[src/rtl/mcu_pkg.sv]
// Shared encodings for the multicycle MIPS control unit: FSM states, opcodes,
// ALUOp codes and datapath mux selects.
package mcu_pkg;

    typedef enum logic [3:0] {
        S_FETCH     = 4'd0,
        S_DECODE    = 4'd1,
        S_MEM_ADDR  = 4'd2,
        S_MEM_READ  = 4'd3,
        S_MEM_WB    = 4'd4,
        S_MEM_WRITE = 4'd5,
        S_R_EXEC    = 4'd6,
        S_R_WB      = 4'd7,
        S_BRANCH    = 4'd8,
        S_JUMP      = 4'd9,
        S_I_EXEC    = 4'd10,
        S_I_WB      = 4'd11,
        S_ILLEGAL   = 4'd12
    } state_t;

    localparam logic [5:0] OP_RTYPE = 6'b000000;
    localparam logic [5:0] OP_LW    = 6'b100011;
    localparam logic [5:0] OP_SW    = 6'b101011;
    localparam logic [5:0] OP_BEQ   = 6'b000100;
    localparam logic [5:0] OP_BNE   = 6'b000101;
    localparam logic [5:0] OP_J     = 6'b000010;
    localparam logic [5:0] OP_ADDI  = 6'b001000;
    localparam logic [5:0] OP_ORI   = 6'b001101;

    localparam logic [2:0] ALUOP_RTYPE = 3'b111;
    localparam logic [2:0] ALUOP_ADD   = 3'b100;
    localparam logic [2:0] ALUOP_OR    = 3'b101;
    localparam logic [2:0] ALUOP_SUB   = 3'b110;

    localparam logic [1:0] SRCB_RT      = 2'b00;
    localparam logic [1:0] SRCB_FOUR    = 2'b01;
    localparam logic [1:0] SRCB_IMM     = 2'b10;
    localparam logic [1:0] SRCB_IMM_SH2 = 2'b11;

    localparam logic [1:0] PCSRC_ALU    = 2'b00;
    localparam logic [1:0] PCSRC_ALUOUT = 2'b01;
    localparam logic [1:0] PCSRC_JUMP   = 2'b10;

endpackage

[src/rtl/mcu_retire_counter.sv]
// Free-running 32-bit retired-instruction counter; wraps naturally at 2^32.
module mcu_retire_counter (
    input  logic        clk,
    input  logic        clear_n,
    input  logic        en,
    output logic [31:0] count
);

    logic [31:0] count_r;

    // Counter register with asynchronous clear.
    always_ff @(posedge clk or negedge clear_n) begin
        if (!clear_n) begin
            count_r <= 32'd0;
        end else if (en) begin
            count_r <= count_r + 32'd1;
        end
    end

    assign count = count_r;

endmodule

[src/rtl/multicycle_control_unit.sv]
// Moore sequencer for the multicycle MIPS datapath.
// Define MCU_BNE_EN to decode BNE (opcode 000101) through the BRANCH state.
module multicycle_control_unit
    import mcu_pkg::*;
(
    input  logic        clk,
    input  logic        reset,
    input  logic [5:0]  opcode,
    input  logic        mem_ready,
    output logic        pc_write,
    output logic        pc_write_cond,
    output logic        branch_ne,
    output logic [1:0]  pc_source,
    output logic        i_or_d,
    output logic        mem_read,
    output logic        mem_write,
    output logic        ir_write,
    output logic        mem_to_reg,
    output logic        reg_dst,
    output logic        reg_write,
    output logic        alu_src_a,
    output logic [1:0]  alu_src_b,
    output logic [2:0]  alu_op,
    output logic [3:0]  state,
    output logic        illegal_op,
    output logic [31:0] retired
);

    state_t state_r;
    state_t next_state_s;
    logic   illegal_r;
    logic   set_illegal_s;
    logic   retire_en_s;

    // State and sticky illegal flag registers.
    always_ff @(posedge clk or negedge reset) begin
        if (!reset) begin
            state_r   <= S_FETCH;
            illegal_r <= 1'b0;
        end else begin
            state_r   <= next_state_s;
            illegal_r <= illegal_r | set_illegal_s;
        end
    end

    // Next-state and output decode; everything is held low while reset is asserted.
    always_comb begin
        next_state_s  = S_FETCH;
        set_illegal_s = 1'b0;
        retire_en_s   = 1'b0;
        pc_write      = 1'b0;
        pc_write_cond = 1'b0;
        branch_ne     = 1'b0;
        pc_source     = PCSRC_ALU;
        i_or_d        = 1'b0;
        mem_read      = 1'b0;
        mem_write     = 1'b0;
        ir_write      = 1'b0;
        mem_to_reg    = 1'b0;
        reg_dst       = 1'b0;
        reg_write     = 1'b0;
        alu_src_a     = 1'b0;
        alu_src_b     = SRCB_RT;
        alu_op        = 3'b000;
        if (reset) begin
            case (state_r)
                S_FETCH: begin
                    mem_read  = 1'b1;
                    alu_src_b = SRCB_FOUR;
                    alu_op    = ALUOP_ADD;
                    ir_write  = mem_ready;
                    pc_write  = mem_ready;
                    if (mem_ready) begin
                        next_state_s = S_DECODE;
                    end else begin
                        next_state_s = S_FETCH;
                    end
                end
                S_DECODE: begin
                    alu_src_b = SRCB_IMM_SH2;
                    alu_op    = ALUOP_ADD;
                    case (opcode)
                        OP_RTYPE:       next_state_s = S_R_EXEC;
                        OP_LW, OP_SW:   next_state_s = S_MEM_ADDR;
                        OP_BEQ:         next_state_s = S_BRANCH;
`ifdef MCU_BNE_EN
                        OP_BNE:         next_state_s = S_BRANCH;
`endif
                        OP_J:           next_state_s = S_JUMP;
                        OP_ADDI,
                        OP_ORI:         next_state_s = S_I_EXEC;
                        default: begin
                            next_state_s  = S_ILLEGAL;
                            set_illegal_s = 1'b1;
                        end
                    endcase
                end
                S_MEM_ADDR: begin
                    alu_src_a = 1'b1;
                    alu_src_b = SRCB_IMM;
                    alu_op    = ALUOP_ADD;
                    // The IR is stable, so lw/sw is re-sampled here rather than carried.
                    if (opcode == OP_SW) begin
                        next_state_s = S_MEM_WRITE;
                    end else begin
                        next_state_s = S_MEM_READ;
                    end
                end
                S_MEM_READ: begin
                    mem_read = 1'b1;
                    i_or_d   = 1'b1;
                    if (mem_ready) begin
                        next_state_s = S_MEM_WB;
                    end else begin
                        next_state_s = S_MEM_READ;
                    end
                end
                S_MEM_WB: begin
                    reg_write   = 1'b1;
                    mem_to_reg  = 1'b1;
                    retire_en_s = 1'b1;
                end
                S_MEM_WRITE: begin
                    mem_write = 1'b1;
                    i_or_d    = 1'b1;
                    if (mem_ready) begin
                        next_state_s = S_FETCH;
                        retire_en_s  = 1'b1;
                    end else begin
                        next_state_s = S_MEM_WRITE;
                    end
                end
                S_R_EXEC: begin
                    alu_src_a    = 1'b1;
                    alu_src_b    = SRCB_RT;
                    alu_op       = ALUOP_RTYPE;
                    next_state_s = S_R_WB;
                end
                S_R_WB: begin
                    reg_write   = 1'b1;
                    reg_dst     = 1'b1;
                    retire_en_s = 1'b1;
                end
                S_BRANCH: begin
                    alu_src_a     = 1'b1;
                    alu_src_b     = SRCB_RT;
                    alu_op        = ALUOP_SUB;
                    pc_write_cond = 1'b1;
                    pc_source     = PCSRC_ALUOUT;
                    retire_en_s   = 1'b1;
`ifdef MCU_BNE_EN
                    branch_ne     = (opcode == OP_BNE);
`else
                    branch_ne     = 1'b0;
`endif
                end
                S_JUMP: begin
                    pc_write    = 1'b1;
                    pc_source   = PCSRC_JUMP;
                    retire_en_s = 1'b1;
                end
                S_I_EXEC: begin
                    alu_src_a = 1'b1;
                    alu_src_b = SRCB_IMM;
                    if (opcode == OP_ORI) begin
                        alu_op = ALUOP_OR;
                    end else begin
                        alu_op = ALUOP_ADD;
                    end
                    next_state_s = S_I_WB;
                end
                S_I_WB: begin
                    reg_write   = 1'b1;
                    retire_en_s = 1'b1;
                end
                S_ILLEGAL: begin
                    next_state_s = S_FETCH;
                end
                default: begin
                    next_state_s = S_FETCH;
                end
            endcase
        end else begin
            next_state_s = S_FETCH;
        end
    end

    mcu_retire_counter u_retire (
        .clk     (clk),
        .clear_n (reset),
        .en      (retire_en_s),
        .count   (retired)
    );

    assign state      = state_r;
    assign illegal_op = illegal_r;

endmodule

[config.mk]
export PLATFORM = sky130hd
export DESIGN_NAME = multicycle_control_unit
export DESIGN_NICKNAME = d
export VERILOG_FILES = /design/src/rtl/mcu_pkg.sv /design/src/rtl/mcu_retire_counter.sv /design/src/rtl/multicycle_control_unit.sv
export SDC_FILE = /design/constraint.sdc
export NUM_CORES = 1
export LEC_CHECK = 0
export CAP_MARGIN = 10
export CORE_MARGIN = 2
export CORE_UTILIZATION = 47
export CTS_CLUSTER_SIZE = 8
export DETAILED_ROUTE_END_ITERATION = 12
export HOLD_SLACK_MARGIN = 0.02
export PLACE_DENSITY = 0.76
export SYNTH_ARGS = -nofsm -noshare
export SYNTH_HDL_FRONTEND = slang
export SYNTH_SLANG_ARGS = --single-unit
[constraint.sdc]
create_clock -name clk -period 2.32 [get_ports clk]
set_input_delay 0.464 -clock clk [delete_from_list [all_inputs] [get_ports clk]]
set_output_delay 0.464 -clock clk [all_outputs]
set_load 0.01 [all_outputs]
==> flow_summary.yaml, run 1 <==
critical_path:
  crit_type: "register to primary output"
  crit_arrival_ps: 1760
  cp_max_fo: 14
  critPathLaunchType: "register"
  critical_path.cell_chain: "buf_4 > nor3_2 > o21a_1 > clkdlybuf4s50_1"
  cp.buffers_inverters: 2
  critPathRequiredTime_ps: 1860
  critical_path.slowest_cell: "clkdlybuf4s50_1"
  endpoint_kind: "primary output"
  critical_path.max_stage_delay_ps: 530
  cp_top_family: "buffers and inverters"
synthesis:
  synth_edf_count: 0
  synthFlopType: "dfrtp_1"
  yosys-top-cells-area: "dfrtp_1 42%, xnor2_1 11%, nand2_1 4.3%, nand3_1 3.4%, nor2_1 3.3%"
  synth-seq-cells: 37
  synthCells: 234
  synth_seq_area_share: 0.423
  synth_top_area_frac: 0.423
  synthArstFlopShare: 1.00
  synth_warnings: 0
  synth_nets: 244
  yosysUniqueCellTypes: 45
  synth_area_mm2: 0.00219
  synth.avg_cell_area_um2: 9.36
  synth_top_cell_by_area: "dfrtp_1"
clocking:
  numCtsBuffers: 5
  ctsHoldBuffers: 0
  clkLatencyLatePin_ps: 280
  cts.sinks: 37
  cts_root_buf: "clkbuf_8"
  cts_tree: "built"
  h-tree-depth: 2
  clk_pin_slew_ps: 70
  clock_path_buffers: 2
timing:
  holdWs_ps: 77.9
  setup_tns_ps: 0
  worstMarginPinSlew_ps: 507
  max_clock_freq_ghz: 0.450
  finalClockSkew_ps: 6.67
  drv_slew: 0
  max-slew-margin-rel: 0.660
  finalCritPeriodShare: 0.958
  finalHoldViolations: 0
  final-setup-viol-count: 0
  period_needed_ps: 2220
power:
  peakVddDrop_v: 0.000584
  combPwrFrac: 0.228
  p_total_mw: 1.59
  power.density_mw_per_mm2: 503
  power_frac_seq: 0.466
  p_int_mw: 1.15
  power_frac_clock: 0.306
  switching_share: 0.279
  power.switching_uw: 445
  power.leakage_nw: 1.43
hold_path:
  worstHoldPathType: "input port to asynchronous set/reset pin"
layout:
  multi_input_area_mm2: 0.00124
  diodes: 0
  area_delta_synth_final_pct: 44.7
  finalNonFillerCells: 373
  finalCoreUtilization: 0.718
  drive_gt1_frac: 0.174
  fillers: 350
  seq_area_um2: 931
  nNetsFinal: 330
route:
  drc: 0
  vias: 2088
  drt_first_iter_violations: 110
  wl_per_cell_um: 14.6
  first_pass_iters: 5
  wl_um: 5440
  viasPerCell: 5.60
  drtAntennaViolNets: 0
flow_run:
  cap_violations: 0
global_routing:
  grt_pass1_vias: 1938
  grtUsageTotal: 0.216
  overflow: 0
  antenna_found_initial: 0
  grt_pass1_wl_um: 8990
  grt_max_degree: 22
die:
  die_h_um: 72.3
  initial_core_util: 0.496
  die_w_um: 72.3
  die-area_mm2: 0.00522
  core_area_mm2: 0.00441
  std_cell_rows: 24
  io_pins: 64
placed_design:
  dp_hpwl_um: 3930
  io_buffers: 62
  dp_cells: 360
  gp_congestion: 0.793
run_status:
  status: "finished, final reports clean"
-- metal layers --
| metal | GRT usage | share of wire | vias up |
|---|---|---|---|
| met5 | 0 | 0 | - |
| met4 | 0.0440 | 0.012 | 0 |
| met3 | 0.0389 | 0.049 | 7 |
| met2 | 0.343 | 0.49 | 51 |
| met1 | 0.311 | 0.45 | 1020 |
| li1 | - | - | 1010 |
-- cells by family after synthesis --
| logic type | after synthesis | share of synthesized area |
|---|---|---|
| XOR/XNOR | 34 | 0.136 |
| multiplexers | 2 | 0.00971 |
| AO/OA/AOI/OAI | 28 | 0.0823 |
| AND/OR/NAND/NOR | 120 | 0.317 |
| adder cells (fa/ha/maj) | 1 | 0.00571 |
| flip-flops | 37 | 0.423 |
| buffers and inverters | 11 | 0.0246 |
| other | 1 | 0.00171 |
-- repair_timing --
| item | in CTS | in global routing |
|---|---|---|
| setup buffers | 3 | 2 |
| cloned | 0 | 0 |
| gates resized for setup | 11 | 13 |
| pin swaps | 1 | 0 |
| setup endpoints to repair | 12 | 10 |
-- Yosys cell counts (all sizes together), types with 2 or more instances --
cell	number
dfrtp	37
xnor2	27
nand2	25
nor2	20
nand3	15
nor3	11
a21oi	9
nand4	9
o21ai	8
clkbuf	7
xor2	7
and4	6
nand2b	6
and3	5
nor4	5
buf	4
or4	4
nand3b	3
or2	3
a211oi	2
a41o	2
nor2b	2
nor3b	2
o21a	2
-- power groups by stage --
stage | Combinational (mW) | Sequential [mW] | Clock [mW]
finish | 0.364 | 0.743 | 0.487
global route | 0.400 | 0.749 | 0.527
CTS | 0.361 | 0.743 | 0.499
detailed placement | 0.353 | 0.753 | 0
global placement | 0.346 | 0.753 | 0
floorplan | 0.152 | 0.755 | 0
-- per-stage QoR --
| stage | instance area [um^2] | setup WS, ps |
|---|---|---|
| after global routing | 3170 | -2.17 |
| after global placement | 2990 | -206 |
| after CTS | 3120 | 0.257 |
| after floorplan | 2190 | 287 |
| final | 3170 | 97.4 |
| after detailed placement | 2990 | -258 |
-- cells in the final DEF (no fill, tap or decap), drive strengths merged, types with 6 or more instances in the layout --
cell type / n
a21oi: 9
and4: 6
buf: 28
clkbuf: 9
clkdlybuf4s50: 48
dfrtp: 37
dlymetal6s2s: 8
nand2: 25
nand2b: 6
nand3: 15
nand4: 9
nor2: 20
nor3: 11
o21ai: 8
xnor2: 27
xor2: 7
-- final timing paths --
kind	slack, ps	endpoint	startpoint	depth (start not counted)
max	100	alu_op[2]	state[2]	4
min	80	u_retire.count[3]	reset	1
max reg2reg	290	u_retire.count[18]	u_retire.count[1]	7
min reg2reg	470	illegal_op	illegal_op	1
max in group asynchronous	1650	u_retire.count[13]	reset	2
min in group clk	470	illegal_op	illegal_op	1
-- sequential cells by signal (all words and copies together), names as in the netlist --
signal,flops
illegal_op,1
state,4
u_retire.count,32
-- cell type report --
class                      instances  area share
multi-input combinational        186       0.391
sequential                        37       0.294
tap                               52      0.0205
clock inverter                     1     0.00158
timing repair buffer              90       0.263
clock buffer                       7      0.0304
Note: power is estimated with default switching activity, not from simulation.
==> run 2: changes to the inputs <==
--- a/config.mk
+++ b/config.mk
@@ -7,11 +7,11 @@
 export LEC_CHECK = 0
 export CAP_MARGIN = 10
 export CORE_MARGIN = 2
-export CORE_UTILIZATION = 47
+export CORE_UTILIZATION = 30
 export CTS_CLUSTER_SIZE = 8
 export DETAILED_ROUTE_END_ITERATION = 12
 export HOLD_SLACK_MARGIN = 0.02
-export PLACE_DENSITY = 0.76
+export PLACE_DENSITY = 0.52
 export SYNTH_ARGS = -nofsm -noshare
 export SYNTH_HDL_FRONTEND = slang
 export SYNTH_SLANG_ARGS = --single-unit
==> run 2 against run 1 <==
  * Sequential share of layout area decreased by 0.52 points
  * Die area increased by 53%
  * Highest routed layer unchanged
  * Via count decreased by 3.7%
  * Clock-buffer cell count decreased by 1
  * Sequential power about the same
  * Global-route usage decreased by 7.5 points
==> flow_summary.yaml, run 2 (synthesis results as in run 1) <==
run_status:
  status: "finished, final reports clean"
route:
  wl_per_cell_um: 13.3
  first_pass_iters: 4
  wl_um: 5530
  viasPerCell: 4.83
  drtAntennaViolNets: 0
  drc: 0
  vias: 2011
  drt_first_iter_violations: 109
placed_design:
  placed_area_mm2: 0.00302
  place_ws_ps: -244
  dp_hpwl_um: 4170
  gp_congestion: 0.840
  dp_cells: 403
  io_buffers: 62
die:
  std_cell_rows: 31
  initial_core_util: 0.305
  die_h_um: 89.4
  io_pins: 64
  die-area_mm2: 0.00800
  die_w_um: 89.4
  core_area_mm2: 0.00718
critical_path:
  endpoint_kind: "primary output"
  critPathRequiredTime_ps: 1860
  cp_top_family: "buffers and inverters"
  critical_path.cell_chain: "buf_6 > nor2_1 > a21oi_1 > nor2_1 > clkdlybuf4s50_1"
  critPathLaunchType: "register"
  crit_arrival_ps: 1780
  cp_max_fo: 11
  crit_type: "register to primary output"
  cp.buffers_inverters: 2
  critical_path.slowest_cell: "clkdlybuf4s50_1"
  critical_path.max_stage_delay_ps: 540
  cp_common_cell: "nor2_1"
layout:
  drive_gt1_frac: 0.164
  nNetsFinal: 327
  largest_reg_flops: 32
  mostFrequentLayoutCells: "46 x clkdlybuf4s50_1, 33 x dfrtp_1, 27 x xnor2_1"
  fillers: 694
  diodes: 0
  final_common_cell: "clkdlybuf4s50_1"
  area_delta_synth_final_pct: 47.3
  design_area_mm2: 0.00323
  finalNonFillerCells: 416
power:
  power.leakage_nw: 1.46
  power.density_mw_per_mm2: 485
  peakVddDrop_v: 0.000275
  p_total_mw: 1.56
timing:
  max_clock_freq_ghz: 0.445
  finalCritPeriodShare: 0.968
  final-setup-viol-count: 0
  setup_tns_ps: 0
  drv_slew: 0
  finalClockSkew_ps: 5.24
  finalHoldViolations: 0
  period_needed_ps: 2250
  worstMarginPinSlew_ps: 516
  layout_setup_ws_ps: 73.9
  max-slew-margin-rel: 0.656
global_routing:
  grt_pass1_vias: 1852
  grtUsageTotal: 0.140
  grt_max_degree: 26
  antenna_found_initial: 0
  grt_pass1_wl_um: 8840
  overflow: 0
clocking:
  clkLatencyLatePin_ps: 290
  cts.sinks: 37
  numCtsBuffers: 5
  clock_path_buffers: 2
  clk_pin_slew_ps: 70
  cts_root_buf: "clkbuf_8"
  h-tree-depth: 2
  cts_tree: "built"
flow_run:
  cap_violations: 0
hold_path:
  worstHoldPathType: "input port to asynchronous set/reset pin"
run 2: cell types whose count changed in the layout (fill, tap and decap cells not counted), sizes merged:
cell,change
clkdlybuf4s50,-2
buf,-2
dlygate4sd2,-1
clkbuf,-2
dlymetal6s2s,+3
clkinv,-1
clkinvlp,+1
run 2: metal layers:
layer	GRT usage	vias up	routed length, um
met3	0.0342	7	224
li1	-	998	-
met1	0.195	960	2700
met5	0	-	0
met4	0.0380	0	62
met2	0.218	46	2540
run 2: final cells by class:
type,count,area (um^2),share of cell area
Multi-Input combinational cell,186,1240,0.385
Tap cell,99,124,0.0384
Sequential cell,37,931,0.289
Clock inverter,1,7.51,0.00233
Timing Repair Buffer,87,838,0.260
Clock buffer,6,82.6,0.0256
run 2: where the power goes:
part | internal, mW | total [mW] | switching, mW | leakage [nW]
clock network | 0.235 | 0.458 | 0.223 | 0.0433
registers | 0.683 | 0.742 | 0.0587 | 0.499
logic | 0.199 | 0.365 | 0.166 | 0.919
total | 1.12 | 1.56 | 0.447 | 1.46
run 2: repair_timing:
action,CTS,global route
hold endpoints to repair,0,0
setup buffers,3,3
endpoints found under the setup margin,13,11
pin swaps,1,0
gates resized for setup,11,17
hold buffers,0,0
run 2: path summary, 6_finish.rpt:
| check | startpoint | end | slack [ps] | cells past startpoint |
|---|---|---|---|---|
| worst max-delay path | state[3] | alu_src_b[1] | 70 | 5 |
| min in group clk | u_retire.count[31] | u_retire.count[31] | 470 | 1 |
| worst max register to register | u_retire.count[0] | u_retire.count[28] | 290 | 6 |
| max in group asynchronous | reset | u_retire.count[19] | 1670 | 2 |
| worst min-delay path | reset | u_retire.count[2] | 50 | 1 |
| worst min register to register | u_retire.count[31] | u_retire.count[31] | 470 | 1 |
run 2: metrics by stage:
stage | hold WS [ps] | utilization
2_1_floorplan | 168 | -
3_3_place_gp | 351 | 0.421
3_5_place_dp | 345 | 0.421
4_1_cts | 31.1 | 0.438
5_1_grt | 43.1 | 0.450
6_report | 47.3 | 0.450
run 2: worst reg2reg max path: stages, from the launching register on:
cell	delay (ps)
dfrtp_1	430
ha_1	200
nand2_1	60
or4_4	520
nor3_2	380
nand4_1	180
xnor2_1	150
